**src/rtl/bsg_manycore_block_mem_arb.sv**
```systemverilog
// Block-memory controller: post-reset zero-fill sweep, then round-robin sharing of one SRAM port between two requesters.
// Latency: grant is combinational, read data returns 1 cycle after grant; a 1-entry slot per port holds data until yumi.
module bsg_manycore_block_mem_arb #(
    parameter int data_width_p        = 32,
    parameter int mem_size_in_words_p = 1024,
    parameter int zero_init_p         = 1,
    localparam int mem_addr_width_lp  = (mem_size_in_words_p <= 1) ? 1 : $clog2(mem_size_in_words_p),
    localparam int mask_width_lp      = data_width_p / 8
) (
    input  logic                           clk_i,
    input  logic                           reset_i,
    input  logic [1:0]                     req_v_i,
    input  logic [1:0]                     req_w_i,
    input  logic [2*mem_addr_width_lp-1:0] req_addr_i,
    input  logic [2*data_width_p-1:0]      req_data_i,
    input  logic [2*mask_width_lp-1:0]     req_mask_i,
    output logic [1:0]                     req_ready_o,
    output logic [1:0]                     resp_v_o,
    output logic [2*data_width_p-1:0]      resp_data_o,
    input  logic [1:0]                     resp_yumi_i,
    output logic                           init_done_o,
    output logic                           mem_v_o,
    output logic                           mem_w_o,
    output logic [mem_addr_width_lp-1:0]   mem_addr_o,
    output logic [data_width_p-1:0]        mem_data_o,
    output logic [mask_width_lp-1:0]       mem_mask_o,
    input  logic [data_width_p-1:0]        mem_data_i
);

    localparam int AW = mem_addr_width_lp;
    localparam int DW = data_width_p;
    localparam int MW = mask_width_lp;

    typedef enum logic {S_INIT = 1'b0, S_READY = 1'b1} state_e;

    state_e          r_state;
    state_e          w_state_nxt;
    logic [AW-1:0]   r_cnt;
    logic [1:0]      r_inflight;
    logic [1:0]      r_held;
    logic            r_last;
    logic [DW-1:0]   r_hold [2];

    logic [1:0]      w_elig;
    logic [1:0]      w_cand;
    logic [1:0]      w_grant;
    logic            w_gsel;

    // A read may only be granted when its response slot is guaranteed free next cycle.
    always_comb begin
        for (int i = 0; i < 2; i++) begin
            w_elig[i] = req_w_i[i] | ~(r_inflight[i] | r_held[i]) | resp_yumi_i[i];
        end
        w_cand     = (r_state == S_READY && !reset_i) ? (req_v_i & w_elig) : 2'b00;
        w_grant[0] = w_cand[0] & (~w_cand[1] | r_last);
        w_grant[1] = w_cand[1] & (~w_cand[0] | ~r_last);
        w_gsel     = w_grant[1];
    end

    always_comb begin
        w_state_nxt = r_state;
        if (r_state == S_INIT && r_cnt == AW'(mem_size_in_words_p - 1)) begin
            w_state_nxt = S_READY;
        end
    end

    always_comb begin
        req_ready_o = 2'b00;
        init_done_o = 1'b0;
        mem_v_o     = 1'b0;
        mem_w_o     = 1'b0;
        mem_addr_o  = '0;
        mem_data_o  = '0;
        mem_mask_o  = '0;
        resp_v_o    = 2'b00;
        resp_data_o = '0;
        if (!reset_i) begin
            if (r_state == S_INIT) begin
                mem_v_o    = 1'b1;
                mem_w_o    = 1'b1;
                mem_addr_o = r_cnt;
                mem_mask_o = '1;
            end else begin
                init_done_o = 1'b1;
                req_ready_o = w_grant;
                if (|w_grant) begin
                    mem_v_o    = 1'b1;
                    mem_w_o    = w_gsel ? req_w_i[1] : req_w_i[0];
                    mem_addr_o = w_gsel ? req_addr_i[AW +: AW] : req_addr_i[0 +: AW];
                    mem_data_o = w_gsel ? req_data_i[DW +: DW] : req_data_i[0 +: DW];
                    mem_mask_o = w_gsel ? req_mask_i[MW +: MW] : req_mask_i[0 +: MW];
                end
            end
            resp_v_o = r_inflight | r_held;
            for (int i = 0; i < 2; i++) begin
                if (r_held[i]) begin
                    resp_data_o[i*DW +: DW] = r_hold[i];
                end else if (r_inflight[i]) begin
                    resp_data_o[i*DW +: DW] = mem_data_i;
                end
            end
        end
    end

    always_ff @(posedge clk_i) begin
        if (reset_i) begin
            r_state    <= (zero_init_p != 0) ? S_INIT : S_READY;
            r_cnt      <= '0;
            r_inflight <= 2'b00;
            r_held     <= 2'b00;
            r_last     <= 1'b1;
        end else begin
            r_state <= w_state_nxt;
            if (r_state == S_INIT) begin
                r_cnt <= r_cnt + AW'(1);
            end
            if (|w_grant) begin
                r_last <= w_gsel;
            end
            r_inflight <= w_grant & ~req_w_i;
            for (int i = 0; i < 2; i++) begin
                if (r_inflight[i] && !resp_yumi_i[i]) begin
                    r_held[i] <= 1'b1;
                end else if (r_held[i] && resp_yumi_i[i]) begin
                    r_held[i] <= 1'b0;
                end
            end
        end
    end

    // SRAM output is only valid for one cycle, so an unaccepted response is parked here.
    always_ff @(posedge clk_i) begin
        for (int i = 0; i < 2; i++) begin
            if (r_inflight[i] && !resp_yumi_i[i]) begin
                r_hold[i] <= mem_data_i;
            end
        end
    end

endmodule

```
**config.mk**
```make
export PLATFORM = sky130hd
export DESIGN_NAME = bsg_manycore_block_mem_arb
export DESIGN_NICKNAME = d
export VERILOG_FILES = /design/src/rtl/bsg_manycore_block_mem_arb.sv
export SDC_FILE = /design/constraint.sdc
export NUM_CORES = 1
export LEC_CHECK = 0
export ABC_AREA = 1
export CORE_UTILIZATION = 42
export CTS_CLUSTER_DIAMETER = 120
export DETAILED_ROUTE_END_ITERATION = 8
export PLACE_DENSITY = 0.84
export RECOVER_POWER = 100
export SLEW_MARGIN = 20
export SYNTH_ARGS = -nofsm -noshare
export SYNTH_HDL_FRONTEND = slang
export SYNTH_SLANG_ARGS = --single-unit
```
**constraint.sdc**
```tcl
create_clock -name clk_i -period 7.85 [get_ports clk_i]
set_clock_uncertainty 0.15 [all_clocks]
set_input_delay 2.355 -clock clk_i [delete_from_list [all_inputs] [get_ports clk_i]]
set_output_delay 2.355 -clock clk_i [all_outputs]
set_load 0.01 [all_outputs]
```
==> impl_metrics.env <==
export IMPL_status="finished with violations"
export IMPL_violations="capacitance limit, slew limit"
export IMPL_drtIter0Drc=418
export IMPL_vias=4902
export IMPL_multi_input_area_sq_um=1900
export IMPL_crit_arrival_ns=5.05
export IMPL_path_clk_slew_ns=0.07
export IMPL_async_flop_share_pct=0
export IMPL_coreArea_sq_um=10400
export IMPL_final_layout_size_suffix_gt1_share_pct=4.20
export IMPL_power_frac_seq_pct=54.3
export IMPL_initial_core_util_pct=43.5
export IMPL_io_buffers=248
export IMPL_dpl_cell_area_sq_um=7040
export IMPL_p_int_mw=0.664
export IMPL_worstSetupPathType="primary input to output port"
export IMPL_yosysWarnings=0
export IMPL_antenna_found_initial=0
export IMPL_avgSynthCellArea_sq_um=7.50
export IMPL_maxCapViolations=2
export IMPL_final_common_cell="nand2_1"
export IMPL_worst_pin_slew_ns=1.95
export IMPL_critical_path_top_cell_by_count="nor2_1"
export IMPL_hpwl_um=10600
export IMPL_ios=249
export IMPL_cp_required_ns=5.35
export IMPL_synth_top_area_share_pct=42.6
export IMPL_path_cells="dlygate4sd3_1 > nor2_1 > a21oi_4 > nand2_4 > inv_2 > nor2_1 > nor2_1 > clkdlybuf4s50_1"
export IMPL_cts_buffers=9
export IMPL_num_rows=37
export IMPL_cts_tree="built"
export IMPL_cp_start_kind="primary input"
export IMPL_grt_max_degree=86
export IMPL_wl_um=14500
export IMPL_clk_latency_ns=0.34
export IMPL_synth_edf_count=64
export IMPL_powerDensity_nw_per_um2=117
export IMPL_maxSlewViolCount=66
export IMPL_final_core_util_pct=69.5
export IMPL_drc=0
export IMPL_max_slew_margin_rel_pct=-29.7
export IMPL_yosysTopAreaCell="edfxtp_1"
export IMPL_p_switching_mw=0.180
export IMPL_min_path_type="flip-flop to flip-flop"
export IMPL_routedWlPerCell_um=15.0
export IMPL_grt_pass1_wl_um=22900
export IMPL_antennaDiodeCount=0
export IMPL_grt_pass1_vias=4551
export IMPL_globalplace_congestion=0.976
export IMPL_hold_viol=0
export IMPL_netlist_instances=602
export IMPL_crit_path_max_incr_delay_ns=0.59
export IMPL_synthesis_nets=735
export IMPL_grt_usage_pct=25.9
export IMPL_htree_levels=3
export IMPL_fin_nets=963
export IMPL_setup_viol=0
export IMPL_ys_ff_latch=80
export IMPL_cts_sinks=80
export IMPL_nFillCells=835
export IMPL_cp_num_buf_inv=3
export IMPL_combPwrFrac_pct=11.7
export IMPL_rr_worst_depth=3
export IMPL_regArea_sq_um=2240
export IMPL_clockRootBuffer="clkbuf_8"
export IMPL_crit_cells=8
export IMPL_p_leak_nw=2.89
export IMPL_rsz0062_at_grt="false"
export IMPL_firstDrtPassIters=5
export IMPL_max_freq_mhz=132
export IMPL_netlist_area_sq_um=4510
export IMPL_clkPwrFrac_pct=33.9
export IMPL_synth_cell_types=31
export IMPL_dieWidth_um=106
export IMPL_layout_common_cells="189 x nand2_1, 148 x dlygate4sd3_1, 99 x clkdlybuf4s50_1, 83 x nor2_1, 83 x a21oi_1"
export IMPL_swShare_pct=21.3
export IMPL_critPathTopFamily="buffers and inverters"
export IMPL_critical_path_slowest_cell="dlygate4sd3_1"
export IMPL_clockBufferDepth=2
export IMPL_ant_nets=0
export IMPL_vdd_ir_drop_max_uv=97.6
export IMPL_final_cell_area_sq_um=7210
export IMPL_endpoint_kind="output port"
export IMPL_fp_dieArea_sq_um=11200
export IMPL_viasPerCell=5.05
export IMPL_final_setup_tns_ns=0
export IMPL_layout_min_cycle_time_ns=7.55
export IMPL_timing_final_crit_share_pct=96.2
export IMPL_cts_setup_buffers=0
export IMPL_cp_max_fo=33
export IMPL_yosysSeqAreaShare_pct=49.7
export IMPL_hold_buffers=0
export IMPL_grt_ovfl_total=0
export IMPL_synth_flop_cell="edfxtp_1"
export IMPL_syn_to_final_growth_pct=59.8
export IMPL_ys_top_cells_by_area="edfxtp_1 43%, nand2_1 16%, a21oi_1 9.2%"
export IMPL_die_h_um=106
export IMPL_post_cts_resized=0
export IMPL_whs_path_depth=2
==> synthesized netlist by cell type (2+ instances only) <==
cell,count
a21oi_1,83
inv_1,42
buf_4,2
nand2_1,188
nor2_1,86
o21ai_0,33
buf_2,10
nand2_2,2
inv_2,3
o21ai_1,4
dfxtp_1,16
nand3_1,23
buf_6,3
buf_1,2
nor3_1,4
edfxtp_1,64
clkbuf_1,22
nand4_1,2
==> routing by layer <==
| layer | track usage, % | vias to the layer above | routed length [um] |
|---|---|---|---|
| met5 | 0 | - | 0 |
| met4 | 8.93 | 0 | 306 |
| met3 | 4.70 | 28 | 829 |
| met2 | 42.7 | 208 | 7090 |
| met1 | 34.3 | 2253 | 6300 |
| li1 | - | 2413 | - |
==> registers in the layout, summed over array words and instances (netlist names) <==
signal / cells
r_last: 1
r_cnt: 10
r_state: 1
r_inflight: 2
r_hold: 64
r_held: 2
==> worst min-delay path: stages, from the launching register on <==
cell and delay [ns]:
dfxtp_1 0.34, inv_1 0.06, a21oi_1 0.05
==> path summary, 6_finish.rpt <==
kind	startpoint	to	slack, ns
worst min-delay path	r_cnt[5]	r_cnt[5]	0.34
worst max-delay path	resp_yumi_i[1]	mem_data_o[4]	0.30
worst min register to register	r_cnt[5]	r_cnt[5]	0.34
worst max register to register	r_inflight[0]	r_hold[0][6]	5.43
==> power groups by stage <==
stage          registers [mW]  clock network, mW  logic (mW)
2_1_floorplan           0.468                  0      0.0211
3_3_place_gp            0.468                  0       0.101
3_5_place_dp            0.468                  0       0.103
4_1_cts                 0.459              0.293       0.103
5_1_grt                 0.459              0.310       0.106
6_report                0.459              0.286      0.0990
==> through the flow <==
| step | power [mW] | setup WS, ns | cells | hold WS [ns] |
|---|---|---|---|---|
| 3_3_place_gp | 0.569 | 0.478 | 955 | 0.306 |
| 6_report | 0.844 | 0.298 | 970 | 0.342 |
| 2_1_floorplan | 0.490 | 1.89 | 602 | 0.287 |
| 4_1_cts | 0.855 | 0.386 | 970 | 0.343 |
| 5_1_grt | 0.875 | 0.135 | 970 | 0.367 |
| 3_5_place_dp | 0.571 | 0.403 | 955 | 0.326 |
==> cells by family (layout without fill, tap and decap cells) <==
group,after synthesis,in the layout,synth area share [%]
adder cells (fa/ha/maj),1,1,0.277
AND/OR/NAND/NOR,310,310,27.6
XOR/XNOR,1,1,0.194
buffers and inverters,87,319,8.23
AO/OA/AOI/OAI,123,123,14.0
flip-flops,80,80,49.7
==> area by class of cell <==
cell class              count  area share [%]
repair buffers            257            35.2
clock inverters             6           0.850
inverters                  47            2.46
flip-flops and latches     80            31.1
clock buffers               9            1.72
well taps                 136            2.36
multi-input cells         435            26.3
Power figures use the tool's default switching activity.
